==> src/rtl/riscv_ctrl_pkg.sv <==
// rtl/riscv_ctrl_pkg.sv - shared encodings for the multicycle RISC-V control path
//
// Purpose: FSM state enum, opcode class enum, the imm_sel / pc_src / alu_op /
// wb_sel encodings (also consumed by the immediate generator and datapath)
// and the base-ISA opcode constants.
// Ports: none (package).
package riscv_ctrl_pkg;

  typedef enum logic [2:0] {
    ST_FETCH  = 3'd0,
    ST_DECODE = 3'd1,
    ST_EXEC   = 3'd2,
    ST_MEM    = 3'd3,
    ST_WB     = 3'd4,
    ST_TRAP   = 3'd5
  } state_e;

  typedef enum logic [3:0] {
    CLS_NONE   = 4'd0,
    CLS_OP     = 4'd1,
    CLS_OPIMM  = 4'd2,
    CLS_LOAD   = 4'd3,
    CLS_STORE  = 4'd4,
    CLS_BRANCH = 4'd5,
    CLS_JAL    = 4'd6,
    CLS_JALR   = 4'd7,
    CLS_LUI    = 4'd8,
    CLS_AUIPC  = 4'd9
  } op_class_e;

  // Immediate format select
  localparam logic [2:0] IMM_I = 3'd0;
  localparam logic [2:0] IMM_S = 3'd1;
  localparam logic [2:0] IMM_B = 3'd2;
  localparam logic [2:0] IMM_U = 3'd3;
  localparam logic [2:0] IMM_J = 3'd4;

  // Next-PC source
  localparam logic [1:0] PC_PLUS4    = 2'd0;
  localparam logic [1:0] PC_ALU      = 2'd1;
  localparam logic [1:0] PC_ALU_JALR = 2'd2;

  // ALU operation class
  localparam logic [1:0] ALU_ADD   = 2'd0;
  localparam logic [1:0] ALU_BRCMP = 2'd1;
  localparam logic [1:0] ALU_FUNCT = 2'd2;
  localparam logic [1:0] ALU_PASSB = 2'd3;

  // Register write-back source
  localparam logic [1:0] WB_ALU  = 2'd0;
  localparam logic [1:0] WB_LOAD = 2'd1;
  localparam logic [1:0] WB_PC4  = 2'd2;

  // Opcodes
  localparam logic [6:0] OPC_OP     = 7'b0110011;
  localparam logic [6:0] OPC_OPIMM  = 7'b0010011;
  localparam logic [6:0] OPC_LOAD   = 7'b0000011;
  localparam logic [6:0] OPC_STORE  = 7'b0100011;
  localparam logic [6:0] OPC_BRANCH = 7'b1100011;
  localparam logic [6:0] OPC_JAL    = 7'b1101111;
  localparam logic [6:0] OPC_JALR   = 7'b1100111;
  localparam logic [6:0] OPC_LUI    = 7'b0110111;
  localparam logic [6:0] OPC_AUIPC  = 7'b0010111;

endpackage

==> src/rtl/ctrl_decode.sv <==
// rtl/ctrl_decode.sv - combinational opcode classifier
//
// Purpose: maps the latched opcode to an opcode class, the immediate format
// and a legal flag.
// Ports:
//   opcode_i   in  7  latched opcode
//   op_class_o out 4  op_class_e value (CLS_NONE when illegal)
//   imm_sel_o  out 3  immediate format for this opcode
//   legal_o    out 1  opcode is one of the supported base opcodes
module ctrl_decode
  import riscv_ctrl_pkg::*;
(
  input  logic [6:0] opcode_i,
  output logic [3:0] op_class_o,
  output logic [2:0] imm_sel_o,
  output logic       legal_o
);

  always_comb begin
    op_class_o = CLS_NONE;
    imm_sel_o  = IMM_I;
    legal_o    = 1'b1;
    case (opcode_i)
      OPC_OP:     op_class_o = CLS_OP;
      OPC_OPIMM:  begin op_class_o = CLS_OPIMM;  imm_sel_o = IMM_I; end
      OPC_LOAD:   begin op_class_o = CLS_LOAD;   imm_sel_o = IMM_I; end
      OPC_STORE:  begin op_class_o = CLS_STORE;  imm_sel_o = IMM_S; end
      OPC_BRANCH: begin op_class_o = CLS_BRANCH; imm_sel_o = IMM_B; end
      OPC_JAL:    begin op_class_o = CLS_JAL;    imm_sel_o = IMM_J; end
      OPC_JALR:   begin op_class_o = CLS_JALR;   imm_sel_o = IMM_I; end
      OPC_LUI:    begin op_class_o = CLS_LUI;    imm_sel_o = IMM_U; end
      OPC_AUIPC:  begin op_class_o = CLS_AUIPC;  imm_sel_o = IMM_U; end
      default:    legal_o = 1'b0;
    endcase
  end

endmodule

==> src/rtl/multicycle_ctrl.sv <==
// rtl/multicycle_ctrl.sv - multicycle RISC-V control FSM with retire counter
//
// Purpose: sequences FETCH/DECODE/EXEC/MEM/WB per instruction, traps on
// unknown opcodes, counts retired instructions.
// Ports:
//   clk, rstn            clock, synchronous active-low reset
//   instr[31:0]          fetched word (used in FETCH when mem_ready)
//   mem_ready, br_taken  memory handshake, branch-compare result
//   ir_we, pc_we, pc_src PC/IR write controls
//   imm_sel, alu_src_a, alu_src_b, alu_op  datapath controls
//   mem_req, mem_we      memory request / store enable
//   rf_we, wb_sel        register write-back controls
//   illegal              sticky trap flag
//   instret[31:0]        retired-instruction counter
module multicycle_ctrl
  import riscv_ctrl_pkg::*;
(
  input  logic        clk,
  input  logic        rstn,
  input  logic [31:0] instr,
  input  logic        mem_ready,
  input  logic        br_taken,
  output logic        ir_we,
  output logic        pc_we,
  output logic [1:0]  pc_src,
  output logic [2:0]  imm_sel,
  output logic        alu_src_a,
  output logic        alu_src_b,
  output logic [1:0]  alu_op,
  output logic        mem_req,
  output logic        mem_we,
  output logic        rf_we,
  output logic [1:0]  wb_sel,
  output logic        illegal,
  output logic [31:0] instret
);

  state_e      state_q, state_d;
  logic [6:0]  opcode_q, opcode_d;
  logic        illegal_q, illegal_d;
  logic [31:0] instret_q, instret_d;
  logic        retire;

  logic [3:0]  op_class;
  logic [2:0]  dec_imm_sel;
  logic        dec_legal;

  // Only the opcode field is consumed here; the rest goes to the datapath.
  logic        unused_instr;
  assign unused_instr = ^instr[31:7];

  // Ungated control values, forced to zero below while reset is held.
  logic        ir_we_c, pc_we_c, alu_src_a_c, alu_src_b_c;
  logic        mem_req_c, mem_we_c, rf_we_c;
  logic [1:0]  pc_src_c, alu_op_c, wb_sel_c;
  logic [2:0]  imm_sel_c;

  ctrl_decode u_decode (
    .opcode_i   (opcode_q),
    .op_class_o (op_class),
    .imm_sel_o  (dec_imm_sel),
    .legal_o    (dec_legal)
  );

  always_ff @(posedge clk) begin
    if (!rstn) begin
      state_q   <= ST_FETCH;
      opcode_q  <= 7'd0;
      illegal_q <= 1'b0;
      instret_q <= 32'd0;
    end else begin
      state_q   <= state_d;
      opcode_q  <= opcode_d;
      illegal_q <= illegal_d;
      instret_q <= instret_d;
    end
  end

  always_comb begin
    state_d     = state_q;
    opcode_d    = opcode_q;
    illegal_d   = illegal_q;
    ir_we_c     = 1'b0;
    pc_we_c     = 1'b0;
    pc_src_c    = PC_PLUS4;
    imm_sel_c   = IMM_I;
    alu_src_a_c = 1'b0;
    alu_src_b_c = 1'b0;
    alu_op_c    = ALU_ADD;
    mem_req_c   = 1'b0;
    mem_we_c    = 1'b0;
    rf_we_c     = 1'b0;
    wb_sel_c    = WB_ALU;

    case (state_q)
      ST_FETCH: begin
        mem_req_c = 1'b1;
        if (mem_ready) begin
          ir_we_c  = 1'b1;
          pc_we_c  = 1'b1;
          pc_src_c = PC_PLUS4;
          opcode_d = instr[6:0];
          state_d  = ST_DECODE;
        end
      end
      ST_DECODE: begin
        imm_sel_c = dec_imm_sel;
        state_d   = dec_legal ? ST_EXEC : ST_TRAP;
      end
      ST_EXEC: begin
        imm_sel_c = dec_imm_sel;
        case (op_class)
          CLS_OP: begin
            alu_op_c = ALU_FUNCT;
            state_d  = ST_WB;
          end
          CLS_OPIMM: begin
            alu_src_b_c = 1'b1;
            alu_op_c    = ALU_FUNCT;
            state_d     = ST_WB;
          end
          CLS_LOAD, CLS_STORE: begin
            alu_src_b_c = 1'b1;
            alu_op_c    = ALU_ADD;
            state_d     = ST_MEM;
          end
          CLS_LUI: begin
            alu_op_c = ALU_PASSB;
            state_d  = ST_WB;
          end
          CLS_AUIPC: begin
            alu_src_a_c = 1'b1;
            alu_src_b_c = 1'b1;
            alu_op_c    = ALU_ADD;
            state_d     = ST_WB;
          end
          CLS_BRANCH: begin
            // ALU does the compare; the target comes from the dedicated
            // old_pc+imm adder, so PC can be written in this same cycle.
            alu_op_c = ALU_BRCMP;
            pc_we_c  = br_taken;
            pc_src_c = PC_ALU;
            state_d  = ST_FETCH;
          end
          CLS_JAL: begin
            alu_src_a_c = 1'b1;
            alu_src_b_c = 1'b1;
            pc_we_c     = 1'b1;
            pc_src_c    = PC_ALU;
            rf_we_c     = 1'b1;
            wb_sel_c    = WB_PC4;
            state_d     = ST_FETCH;
          end
          CLS_JALR: begin
            alu_src_b_c = 1'b1;
            pc_we_c     = 1'b1;
            pc_src_c    = PC_ALU_JALR;
            rf_we_c     = 1'b1;
            wb_sel_c    = WB_PC4;
            state_d     = ST_FETCH;
          end
          default: state_d = ST_TRAP;
        endcase
      end
      ST_MEM: begin
        imm_sel_c = dec_imm_sel;
        mem_req_c = 1'b1;
        mem_we_c  = (op_class == CLS_STORE);
        if (mem_ready) begin
          state_d = (op_class == CLS_STORE) ? ST_FETCH : ST_WB;
        end
      end
      ST_WB: begin
        imm_sel_c = dec_imm_sel;
        rf_we_c   = 1'b1;
        wb_sel_c  = (op_class == CLS_LOAD) ? WB_LOAD : WB_ALU;
        state_d   = ST_FETCH;
      end
      ST_TRAP: begin
        state_d = ST_TRAP;
      end
      default: begin
        state_d = ST_TRAP;
      end
    endcase

    if (state_d == ST_TRAP) begin
      illegal_d = 1'b1;
    end
  end

  assign retire = ((state_q == ST_EXEC) || (state_q == ST_MEM) || (state_q == ST_WB))
                  && (state_d == ST_FETCH);
  assign instret_d = instret_q + {31'd0, retire};

  assign ir_we     = rstn & ir_we_c;
  assign pc_we     = rstn & pc_we_c;
  assign pc_src    = rstn ? pc_src_c : 2'd0;
  assign imm_sel   = rstn ? imm_sel_c : 3'd0;
  assign alu_src_a = rstn & alu_src_a_c;
  assign alu_src_b = rstn & alu_src_b_c;
  assign alu_op    = rstn ? alu_op_c : 2'd0;
  assign mem_req   = rstn & mem_req_c;
  assign mem_we    = rstn & mem_we_c;
  assign rf_we     = rstn & rf_we_c;
  assign wb_sel    = rstn ? wb_sel_c : 2'd0;
  assign illegal   = rstn & illegal_q;
  assign instret   = rstn ? instret_q : 32'd0;

endmodule

==> config.mk <==
export PLATFORM = sky130hd
export DESIGN_NAME = multicycle_ctrl
export DESIGN_NICKNAME = d
export VERILOG_FILES = /design/src/rtl/riscv_ctrl_pkg.sv /design/src/rtl/ctrl_decode.sv /design/src/rtl/multicycle_ctrl.sv
export SDC_FILE = /design/constraint.sdc
export NUM_CORES = 1
export LEC_CHECK = 0
export BUFFER_PORTS_ARGS = -buffer_cell sky130_fd_sc_hd__buf_4
export CELL_PAD_IN_SITES_DETAIL_PLACEMENT = 0
export CELL_PAD_IN_SITES_GLOBAL_PLACEMENT = 2
export CORE_UTILIZATION = 30
export DETAILED_ROUTE_END_ITERATION = 10
export PLACE_DENSITY = 0.87
export SLEW_MARGIN = 5
export SYNTH_ARGS = -nofsm -noshare
export SYNTH_HDL_FRONTEND = slang
export SYNTH_SLANG_ARGS = --single-unit
==> constraint.sdc <==
create_clock -name clk -period 8.42 [get_ports clk]
set_clock_uncertainty 0.15 [all_clocks]
set_input_delay 0 -clock clk [delete_from_list [all_inputs] [get_ports clk]]
set_output_delay 0 -clock clk [all_outputs]
set_load 0.01 [all_outputs]
==> results of run 1 <==
## kinds of logic (layout without fill, tap and decap cells)
family                     after synthesis  after routing
buffers and inverters                   19             78
xor gates and xnor gates                30             30
DFF                                     43             43
and+or+nand+nor                        185            185
adders and majority gates                2              2
AOI/OAI and AO/OA                       40             40
## worst max path at each step
| stage | cells past startpoint | endpoint | from | slack, ns |
|---|---|---|---|---|
| finish | 14 | instret_q[26]$_SDFF_PN0_ | opcode_q[5]$_SDFFE_PN0P_ | 4.15 |
| floorplan | 15 | instret_q[26]$_SDFF_PN0_ | opcode_q[5]$_SDFFE_PN0P_ | 5.08 |
| global placement | 14 | instret_q[26]$_SDFF_PN0_ | opcode_q[5]$_SDFFE_PN0P_ | 4.10 |
| global route | 14 | instret_q[26]$_SDFF_PN0_ | opcode_q[5]$_SDFFE_PN0P_ | 3.69 |
| CTS | 14 | instret_q[26]$_SDFF_PN0_ | opcode_q[5]$_SDFFE_PN0P_ | 4.05 |
| detailed placement | 14 | instret_q[26]$_SDFF_PN0_ | opcode_q[5]$_SDFFE_PN0P_ | 4.09 |
## critical path, cell delays in order (launching register included)
cell and delay, ns:
dfxtp_1 0.50, nand2b_1 0.24, nor3_1 0.58, o41ai_1 0.22, nor3_1 0.28, o21ai_0 0.14, nor2_1 0.11, ha_1 0.22
ha_1 0.22, nand2_1 0.16, nor4_2 0.61, and2_1 0.30, nand4_1 0.13, xnor2_1 0.13, and2_1 0.15
## power breakdown
part | total, W | internal, W | switching (W)
clock | 0.000166 | 0.0000960 | 0.0000701
sequential | 0.000222 | 0.000210 | 0.0000120
combinational | 0.0000458 | 0.0000204 | 0.0000254
## state kept, by name (all words and copies together), names as in the netlist
register,flops
instret_q,32
opcode_q,7
state_q,3
illegal_q,1
## layout make-up
class,instances,area (um^2),area share [%]
multi-input combinational,257,1560,48.9
clock inverter,2,35.0,1.10
tap,102,128,3.99
sequential,43,861,26.9
timing repair buffer,66,513,16.1
inverter,4,15.0,0.470
clock buffer,6,82.6,2.58
## synthesized netlist by cell type (2+ instances only)
master,n,area share (%)
and2_1,65,16
dfxtp_1,43,34
nand2_1,30,4.5
nor2_1,23,3.5
xnor2_1,20,7.0
nand3_1,18,3.6
a21oi_1,15,3.0
nor3_1,15,3.0
clkbuf_1,13,2.0
o21ai_0,13,2.6
xor2_1,10,3.5
nor2b_1,7,1.8
or3_1,5,1.3
and3_1,4,1.0
inv_1,4,0.60
nand2b_1,4,1.0
nand4_1,3,0.75
a2111oi_0,2,0.70
a21boi_0,2,0.60
buf_2,2,0.40
ha_1,2,1.0
nand3b_1,2,0.60
nor4_2,2,1.0
## per-stage QoR
step                      instance area [um^2]  hold WS, ns
after floorplan                           2500     0.000602
after global placement                    3010       0.0981
after detailed placement                  3010        0.107
after CTS                                 3200       0.0736
after global routing                      3200       0.0969
final                                     3200       0.0812
## metal layers
metal / GRT usage, % / share of wire (%) / vias up
li1: - / - / 1178
met1: 16.6 / 49 / 1022
met2: 22.9 / 46 / 45
met3: 3.17 / 4.0 / 7
met4: 3.59 / 0.90 / 0
met5: 0 / 0 / -
## what timing repair did
action / 4_1_cts / 5_1_grt
endpoints found under the setup margin: 0 / 0
hold buffers: 7 / 0
endpoints found under the hold margin: 7 / 0
==> impl_metrics.json, run 1 <==
{
  "core_um2": 7890,
  "worst_slack_ns": 4.15,
  "status": "finished, final reports clean",
  "syn_inst": 319,
  "finalPower_w": 0.000434,
  "synth_compound_area_share_pct": 9.57,
  "io_buffers": 59,
  "grt_pass1_wl_mm": 9.45,
  "cp.arrival_ns": 4.31,
  "clk_pin_slew_worst_paths_ns": 0.08,
  "drt.antenna.violating_nets": 0,
  "die_w_um": 93.2,
  "finalCritPeriodShare_pct": 50.7,
  "dp_slack_ns": 4.09,
  "rows": 32,
  "cp-end-kind": "register",
  "synthMuxAreaShare_pct": 0,
  "r2r.worst_path.cells": 14,
  "synth-adder-area-share_pct": 1.00,
  "viasPerCell": 4.69,
  "clk_path_buf_depth": 2,
  "irDropWorstVdd_mv": 0.0693,
  "numPlacedInstances": 465,
  "r2r_start": "opcode_q[5]$_SDFFE_PN0P_",
  "yosysWarningCount": 0,
  "synthSimpleGateAreaFrac_pct": 41.5,
  "grt_max_degree": 82,
  "worstSetupPathType": "reg -> reg",
  "hold_start": "mem_ready",
  "finalCriticalPeriod_ns": 4.27,
  "maxCapViolCount": 0,
  "n_antenna_cell": 0,
  "synth_ff_type": "dfxtp_1",
  "rsz0062_at_grt": "no",
  "tightest_slew_ns": 0.670,
  "die_area_um2": 8690,
  "start_util_pct": 31.6,
  "grt_use_total_pct": 13.3,
  "rrSetupSlack_ns": 4.15,
  "tritoncts": "built",
  "drtIter0Drc": 59,
  "hold_end": "state_q[2]$_SDFF_PN0_",
  "gp_congestion": 0.773,
  "ctsResizeCount": 0,
  "die_y_um": 93.2,
  "final_util_pct": 40.5,
  "p_leak_nw": 1.34,
  "cts.sinks": 43,
  "async_flop_share_pct": 0,
  "layout.nets": 415,
  "maxSlewHeadroom_pct": 55.0,
  "drive_gt1_share_pct": 19.3,
  "finalSetupTns_ns": 0,
  "drc": 0,
  "synth_top_family_by_area": "simple AND/OR/NAND/NOR gates",
  "firstDrtPassIters": 4,
  "power_density_nw_per_um2": 136,
  "slew_violations": 0,
  "layout_commonest_cell": "and2_1",
  "layout_common_cells": "and2_1, buf_4, dfxtp_1",
  "io-pin-count": 85,
  "min_path_cells": 4,
  "fillers": 837,
  "synth_area_um2": 2500,
  "crit_required_ns": 8.46,
  "cts-buffers-inserted": 5,
  "synth-seq-cells": 43,
  "hpwl_mm": 4.01,
  "postSynthAreaPerCell_um2": 7.82,
  "ys_seq_area_share_pct": 34.5,
  "fin_cells": 480,
  "vias": 2252,
  "clk_latency_ns": 0.29,
  "wl_per_cell_um": 11.8,
  "yosys.area_share.xor_xnor_pct": 10.5,
  "wirelength_mm": 5.69,
  "antenna_found_initial": 0,
  "regToRegEndpoint": "instret_q[26]$_SDFF_PN0_",
  "cts_root_buf": "clkbuf_8",
  "syn-num-nets": 357,
  "finalHoldViolations": 0,
  "area_growth_pct": 28.0,
  "setup_viol": 0,
  "grt_pass1_vias": 2124,
  "fmax_mhz": 234,
  "overflow": 0,
  "synth.distinct_cells": 38,
  "hp-class": "in -> reg",
  "synth_edf_count": 0,
  "worstPathMaxFanout": 9,
  "ctsHtreeMaxLevel": 2,
  "post-cts-setup-buffers": 0,
  "start_kind": "register"
}
(Power assumes the default switching activity.)
==> run 2, diff against run 1 <==
Settings changed: CORE_UTILIZATION 30 to 25, PLACE_DENSITY 0.87 to 0.78.
Clock period 8.42 ns to 3.7 ns, I/O delays scaled along.
==> run 2 against run 1 <==
Effect of this change:
- clock power grew 130%
- first-iteration DRC count stayed put
- setup slack got worse by 3.8 ns
- core utilization down 5.7 points
- final cell count grew 9.8%
- cell area increased by 6.1%
==> impl_metrics.json, run 2 (same netlist as run 1, synthesis figures left out) <==
{
  "status": "finished, final reports clean",
  "n_antenna_cell": 0,
  "area_growth_pct": 35.8,
  "clk_path_buf_depth": 2,
  "finalCritPeriodShare_pct": 91.1,
  "drt.antenna.violating_nets": 0,
  "min_path_cells": 4,
  "viasPerCell": 4.45,
  "io-pin-count": 85,
  "setup_viol": 0,
  "grt_max_degree": 82,
  "start_util_pct": 25.7,
  "drtIter0Drc": 59,
  "hpwl_mm": 4.38,
  "r2r.worst_path.cells": 14,
  "clk_latency_ns": 0.29,
  "fmax_mhz": 297,
  "largest_register_ffs": 32,
  "p_leak_nw": 1.44,
  "grt_pass1_vias": 2173,
  "antenna_found_initial": 0,
  "clk_pin_slew_worst_paths_ns": 0.08,
  "cp-end-kind": "register",
  "tightest_slew_ns": 0.635,
  "die_area_um2": 10400,
  "finalSetupTns_ns": 0,
  "die_y_um": 102,
  "start_kind": "register",
  "finalCriticalPeriod_ns": 3.37,
  "rows": 36,
  "vias": 2344,
  "core_um2": 9730,
  "drc": 0,
  "worstSetupPathType": "reg -> reg",
  "cts_root_buf": "clkbuf_8",
  "cp.arrival_ns": 3.41,
  "layout_common_cells": "buf_4, and2_1, dfxtp_1",
  "wirelength_mm": 6.22,
  "irDropWorstVdd_mv": 0.173,
  "firstDrtPassIters": 4,
  "regMostFlops": "instret_q",
  "dp_slack_ns": 0.224,
  "power_density_nw_per_um2": 299,
  "tritoncts": "built",
  "numPlacedInstances": 511,
  "io_buffers": 59,
  "gp_congestion": 0.807,
  "maxSlewHeadroom_pct": 57.6,
  "worstPathMaxFanout": 6,
  "die_w_um": 102,
  "finalHoldViolations": 0,
  "fin_cells": 527,
  "fillers": 1066,
  "layout_commonest_cell": "buf_4",
  "reg.largest.list": "instret_q: 32 flops, opcode_q: 7 flops, state_q: 3 flops",
  "worst_slack_ns": 0.331,
  "cts.sinks": 43,
  "drive_gt1_share_pct": 24.1,
  "hp-class": "in -> reg",
  "overflow": 0,
  "maxCapViolCount": 0,
  "wl_per_cell_um": 11.8,
  "slew_violations": 0,
  "ctsHtreeMaxLevel": 2,
  "crit_required_ns": 3.74,
  "grt_use_total_pct": 12.8,
  "grt_pass1_wl_mm": 10.7,
  "layout.nets": 431,
  "cts-buffers-inserted": 5
}
[run 2: worst paths after layout]
path	start	end	slack [ns]
worst max-delay path	opcode_q[3]$_SDFFE_PN0P_	instret_q[26]$_SDFF_PN0_	0.33
worst min-delay path	mem_ready	state_q[2]$_SDFF_PN0_	0.09
worst max register to register	opcode_q[3]$_SDFFE_PN0P_	instret_q[26]$_SDFF_PN0_	0.33
worst min register to register	opcode_q[3]$_SDFFE_PN0P_	opcode_q[3]$_SDFFE_PN0P_	0.31
[run 2: per-layer routing]
layer | vias up | track usage (%) | share of wire, %
met2 | 60 | 21.1 | 46
met3 | 5 | 2.26 | 4.9
met1 | 1059 | 17.3 | 48
li1 | 1220 | - | -
met5 | - | 0 | 0
met4 | 0 | 2.97 | 0.63
[run 2: critical path: stages (launching register included)]
cell,delay (ns)
dfxtp_1,0.31
nand3b_1,0.29
or3_4,0.41
nor2_1,0.12
xor2_1,0.26
o311ai_1,0.17
nor2_1,0.14
ha_2,0.21
ha_1,0.17
nand2_1,0.11
nor4_4,0.31
and2_4,0.22
nand4_1,0.11
xnor2_1,0.14
and2_1,0.14
[run 2: power by group]
part           internal (W)  total [W]  switching (W)
Clock              0.000219   0.000380       0.000162
Sequential         0.000478   0.000496      0.0000181
Combinational     0.0000605   0.000135      0.0000748
Total              0.000757    0.00101       0.000255
[run 2: through the flow]
stage          util [%]  instance area [um^2]  hold slack [ns]  total power [W]
6_report           34.8                  3390           0.0884          0.00101
5_1_grt            34.8                  3390            0.127          0.00107
4_1_cts            34.4                  3350           0.0872          0.00102
3_5_place_dp       32.5                  3160            0.101         0.000633
3_3_place_gp       32.5                  3160           0.0942         0.000631
2_1_floorplan         -                  2500         0.000602         0.000582
[run 2: layout make-up]
type                            count  area, um^2  area share, %
Clock buffer                        6        82.6           2.44
Tap cell                          133         166           4.91
Clock inverter                      2        35.0           1.03
Multi-Input combinational cell    257        1600           47.1
Timing Repair Buffer               82         633           18.7
Inverter                            4        15.0          0.443
Sequential cell                    43         861           25.4
[run 2: what timing repair did]
item                                   in CTS  in global routing
hold buffers                                7                  0
gates resized for setup                     0                  9
endpoints found under the hold margin       7                  0
setup buffers                               0                  1
setup endpoints to repair                   0                  7
